[src/rtl/cim_weight_loader.sv]
// Write-side sequencer for the dual-bank CIM array: turns a stream of weight words into
// one-hot row-write strobes on WA0/WA1. Optional feature macro: CIM_LOADER_BROADCAST_EN.
module cim_weight_loader #(
  parameter int DATA_W = 24,
  parameter int ROWS   = 8
) (
  input  logic              clk,
  input  logic              rst_n,
  input  logic              start,
  input  logic [1:0]        bank_sel,
  input  logic              s_valid,
  input  logic [DATA_W-1:0] s_data,
  output logic              s_ready,
  output logic [ROWS-1:0]   WA0,
  output logic [ROWS-1:0]   WA1,
  output logic [DATA_W-1:0] D,
  output logic              busy,
  output logic              done,
  output logic              err
);

  localparam int ROW_W = (ROWS > 1) ? $clog2(ROWS) : 1;

  typedef enum logic [1:0] {IDLE, LOAD, DONE} state_t;

  state_t              state, state_nxt;
  logic [ROW_W-1:0]    row, row_nxt;
  logic [1:0]          sel_q, sel_nxt;
  logic                beat;
  logic                err_nxt;
  logic [ROWS-1:0]     row_hot;
  logic [ROWS-1:0]     wa0_p1, wa1_p1;
  logic [DATA_W-1:0]   d_p1;

  // Broadcast to both banks is only a legal target when the feature is built in.
  function automatic logic sel_is_legal(input logic [1:0] sel);
`ifdef CIM_LOADER_BROADCAST_EN
    return (sel != 2'b00);
`else
    return (sel == 2'b01) || (sel == 2'b10);
`endif
  endfunction

  assign s_ready = (state == LOAD);
  assign row_hot = ROWS'(1) << row;

  always_comb begin
    state_nxt = state;
    row_nxt   = row;
    sel_nxt   = sel_q;
    err_nxt   = 1'b0;
    beat      = 1'b0;
    case (state)
      IDLE: begin
        if (start) begin
          if (sel_is_legal(bank_sel)) begin
            sel_nxt   = bank_sel;
            row_nxt   = '0;
            state_nxt = LOAD;
          end else begin
            err_nxt = 1'b1;
          end
        end
      end
      LOAD: begin
        if (s_valid) begin
          beat    = 1'b1;
          row_nxt = row + 1'b1;
          if (row == ROW_W'(ROWS - 1)) state_nxt = DONE;
        end
      end
      DONE:    state_nxt = IDLE;
      default: state_nxt = IDLE;
    endcase
  end

  // Stage 0: control state, row counter and status pulses
  always_ff @(posedge clk or negedge rst_n) begin
    if (!rst_n) begin
      state <= IDLE;
      row   <= '0;
      sel_q <= 2'b00;
      busy  <= 1'b0;
      done  <= 1'b0;
      err   <= 1'b0;
    end else begin
      state <= state_nxt;
      row   <= row_nxt;
      sel_q <= sel_nxt;
      busy  <= (state_nxt != IDLE);
      done  <= (state_nxt == DONE);
      err   <= err_nxt;
    end
  end

  // Stage 1: registered strobes and write data, one cycle after the accepted beat
  always_ff @(posedge clk or negedge rst_n) begin
    if (!rst_n) begin
      wa0_p1 <= '0;
      wa1_p1 <= '0;
      d_p1   <= '0;
    end else begin
      wa0_p1 <= (beat && sel_q[0]) ? row_hot : '0;
      wa1_p1 <= (beat && sel_q[1]) ? row_hot : '0;
      if (beat) d_p1 <= s_data;
    end
  end

  assign WA0 = wa0_p1;
  assign WA1 = wa1_p1;
  assign D   = d_p1;

endmodule

[config.mk]
export PLATFORM = sky130hd
export DESIGN_NAME = cim_weight_loader
export DESIGN_NICKNAME = d
export VERILOG_FILES = /design/src/rtl/cim_weight_loader.sv
export SDC_FILE = /design/constraint.sdc
export NUM_CORES = 1
export LEC_CHECK = 0
export CORE_UTILIZATION = 44
export DETAILED_ROUTE_END_ITERATION = 10
export GPL_TIMING_DRIVEN = 0
export PLACE_DENSITY = 0.78
export RECOVER_POWER = 100
export SLEW_MARGIN = 20
export SYNTH_ARGS = -nofsm -noshare
export SYNTH_HDL_FRONTEND = slang
export SYNTH_SLANG_ARGS = --single-unit
[constraint.sdc]
create_clock -name clk -period 1.4 [get_ports clk]
set_input_delay 0.28 -clock clk [delete_from_list [all_inputs] [get_ports clk]]
set_output_delay 0.28 -clock clk [all_outputs]
set_load 0.03 [all_outputs]
== Yosys cells after proc, flatten, opt, wreduce, memory -nomap -nowiden ==
Cells that the tools add are included.
Word-level totals
  output and inout bits: 44
  bits of input ports: 30
  logic and storage cells: 43
  register bits: 50
Operators by class
  reduce and logical (&&, ||, !) cells: 8
  shift operators: 1
  add/sub/neg operators: 1
  multiplexer cells: 16
  eq/ne operators: 8
Operators by type and width (number)
  two-way mux 8 bit: 2
  two-way mux 3 bit: 3
  two-way mux 2 bit: 4
  << shifter 1 x 3 -> 8 bit (first input constant): 1
  != test 2 bit (second input constant): 3
  case mux 3 bit (2 select lines): 1
  two-way mux 1 bit: 5
  equality test 2 x 1 -> 1 bit (second input constant): 2
  equality test 2 bit (second input constant): 2
  case mux 2 bit (2 select lines): 1
  AND reduction 4 bit: 1
  nonzero test 2 bit: 2
  adder 3 x 1 -> 3 bit (second input constant): 1
  equality test 3 bit (second input constant): 1
  AND reduction 3 bit: 1
  logical AND 1 bit: 2
  zero test 2 bit: 1
  logical OR 1 bit: 1

== Longest topological paths before layout ==
  word-level depth: 6
  mapped depth: 6
  mapped depth without buffers: 4

== Worst setup path after synthesis ==
No wires, ideal clock.
  path type: flip-flop to flip-flop
  start: reg row[0]
  end: reg row[2]
  path buffers: 0
  cell stages (with the launch flop): 5
  arrival: 1.100 ns
  required time: 1.271 ns
  path slack: 0.171 ns
  library setup time: 0.129 ns
  period minus slack after synthesis: 1.229 ns
  cells stage by stage: dfrtp_1 > ha_1 > ha_1 > a2bb2oi_1 > o21ai_0
Between the ends
  cells in the longest elaborated chain, start to end: 3
Ends and longest elaborated chain
  start: declaration: RTL line 27  | logic [ROW_W-1:0] row, row_nxt;
  start signal: assignment: RTL line 88  | row <= row_nxt;
  adder 3 x 1 -> 3 bit: RTL line 68  | row_nxt = row + 1'b1;
  two-way mux 3 bit: RTL line 66  | if (s_valid) begin
  case mux 3 bit (2 select lines): RTL line 53  | case (state)
Every way passes these cells. The select of a mux whose other input is x is not followed.
A chain may end at the register's enable or synchronous reset.

== Worst setup path after layout ==
  start: reg d_p1[22], in the netlist D[22]
  end: out D[22]
RTL lines
  start: declaration: RTL line 33  | logic [DATA_W-1:0] d_p1;
  start signal: assignment: RTL line 105  | if (beat) d_p1 <= s_data;
  end: declaration: RTL line 16  | output logic [DATA_W-1:0] D,
No word-level cell between the ends.

==> out/results.txt <==
Layout cells sized above 1: 9.78%
CTS buffer count: 5
Crit path required time: 1120 ps
Yosys Warn Count: 0
Worst vdd ir: 0.959 mV
Routed WL: 4200 um
Setup CP Type: reg -> out
Synth async-reset ratio: 100%
Die ar.: 4870 sq um
Mapped Avg Cell Area: 10.5 sq um
Post-Syn Area: 2020 sq um
Gpl congestion: 0.754
Synth top area share: 61.9%
# nets final: 311
Worst setup SP type: flop
Cell family with most CP delay: buffers and inverters
Initial Utilization: 46.1%
Area of the multi-input gates: 678 sq um
Synth Register Bits: 50
Top FF cell, synth: dfrtp_1
Slew @ Worst Pin: 741 ps
Core area: 4380 sq um
CTS tree: built
Seq/Total Area, Yosys: 61.9%
Mapped Nets: 228
Commonest non-fill, non-tap cell in the layout: nand2_1
Period Utilization, post-route: 95.6%
Bufs on Longest Clock Path: 2
CTS H-tree depth: 2
GR Overflow Total: 0
GRT Util Overall: 18.6%
Highest-delay cell along the critical path: dlygate4sd2_1
Worst Skew: 5.10 ps
DP HPWL: 3070 um
Clk sink count: 50
Most frequent cells in the layout: nand2_1 (76), dfrtp_1 (49), dlygate4sd2_1 (43)
CP arrival: 1060 ps
Crit. End Element: primary output
Die width: 69.8 um
Placed cell areas: 2850 sq um
DR vias/cell: 4.77
Ports: 74
Final hold violation count: 0
Fill count: 374
Post-Synthesis Cells: 192
Root Buffer: clkbuf_8
Critical-path cell list: dlygate4sd2_1
RSZ-0062 raised after global routing: false
Vias in the first global route: 1491
Synth cell types: 34
Design Area, Final: 2920 sq um
First-pass GRT wire length: 7090 um
Setup Viol. Count Final: 0
Min Tclk post-route: 1340 ps
Largest net degree at the start of global routing: 33
Diodes inserted: 0
Initial antenna violation count: 0
DR iter-0 viols: 98
Port Buffers: 72
Max Clk Rate: 0.747 GHz
Pre-antenna DRT Iters: 4
Worst hold path class: in -> reg
Fin Hold WS: 329 ps
DRC: 0
Critical path peak fanout: 2
Clock-pin slew on the worst setup and hold paths: 80 ps
CP max stage delay: 400 ps
Routed wire per std cell: 12.8 um
Antenna Nets Post-Route: 0
Skew-Pair Late Insertion Delay: 290 ps
Row count: 24
Leak: 1.60 nW
Via count: 1564
Leading area contributor after synthesis: dfrtp_1
Final Max Tran Viols: 0
Maxcap violations: 0
Most area-consuming cells after synthesis: dfrtp_1 (62%), nand2_1 (14%), ha_1 (3.7%), and2_1 (2.8%), and3_1 (2.2%)
EDFF count, synth: 0
Storage cell area: 1250 sq um
Slew HR: 50.6%
Area Overhead vs Synth: 44.5%
CP Buf/Inv Count: 1
Die H: 69.8 um
Power per standard cell area: 1900 nW/um^2
Outcome: finished, final reports clean
metrics by stage:
| stage | worst slack, ps | TNS [ps] | power [W] | util (%) | std cells |
|---|---|---|---|---|---|
| 4_1_cts | 1.02 | 0 | 0.00559 | 66.6 | 327 |
| 5_1_grt | 0.837 | 0 | 0.00591 | 66.6 | 328 |
| 3_3_place_gp | -1330 | -72410 | 0.00481 | 64.0 | 316 |
| 3_5_place_dp | -225 | -6470 | 0.00490 | 65.0 | 318 |
| 2_1_floorplan | 171 | 0 | 0.00374 | - | 192 |
| 6_report | 61.2 | 0 | 0.00554 | 66.6 | 328 |
area by class of cell:
type / instances / area share [%]
flip-flops and latches: 50 / 42.9
clock buffers: 8 / 3.77
inverters: 5 / 0.643
well taps: 52 / 2.23
plain buffers: 9 / 2.83
repair buffers: 76 / 24.4
multi-input cells: 128 / 23.2
where the power goes:
group	switching [W]	internal, W	leakage [nW]	total [W]
clock	0.000440	0.000499	0.0575	0.000939
sequential	0.000250	0.00188	0.632	0.00213
combinational	0.00156	0.000918	0.911	0.00247
synthesized netlist by cell type, drive strengths merged, types with 2 or more instances:
library cell  number
nand2             76
a21oi              2
and4               3
and3               9
ha                 6
o21ai              4
clkbuf             2
dfrtp             50
and2               9
inv                5
nor2               3
buf                7
worst paths after layout:
check | from | end | slack [ps] | cells past startpoint
setup / recovery | D[22] | D[22] | 60 | 1
hold / removal | bank_sel[0] | sel_q[0] | 330 | 3
setup reg to reg | row[0] | row[2] | 70 | 4
hold reg to reg | D[6] | D[6] | 470 | 2
max in group asynchronous | rst_n | D[8] | 190 | 4
min in group asynchronous | rst_n | D[20] | 670 | 3
flip-flops by register name, indices dropped and copies added (netlist names):
| signal | flops |
|---|---|
| done | 1 |
| err | 1 |
| WA0 | 8 |
| state | 2 |
| WA1 | 8 |
| row | 3 |
| D | 24 |
| busy | 1 |
| sel_q | 2 |
what timing repair did:
action	in CTS	in global routing
hold endpoints to repair	31	0
endpoints found under the setup margin	44	23
setup buffers	0	1
resized for setup	51	6
hold buffers	1	0
metal layers:
layer / vias to the layer above / part of all wire (%) / global-route usage [%]
met3: 2 / 5.1 / 5.09
met2: 48 / 50 / 31.2
li1: 779 / - / -
met4: 0 / 0.29 / 3.33
met1: 735 / 45 / 24.4
met5: - / 0 / 0
cell families after synthesis:
family / Yosys count / synth area share (%)
xor+xnor: 2 / 0.867
buf+inv: 14 / 4.52
fa+ha+maj: 6 / 3.72
simple gates: 106 / 24.2
flops: 50 / 61.9
compound gates: 14 / 4.77
Power figures use the tool's default switching activity.
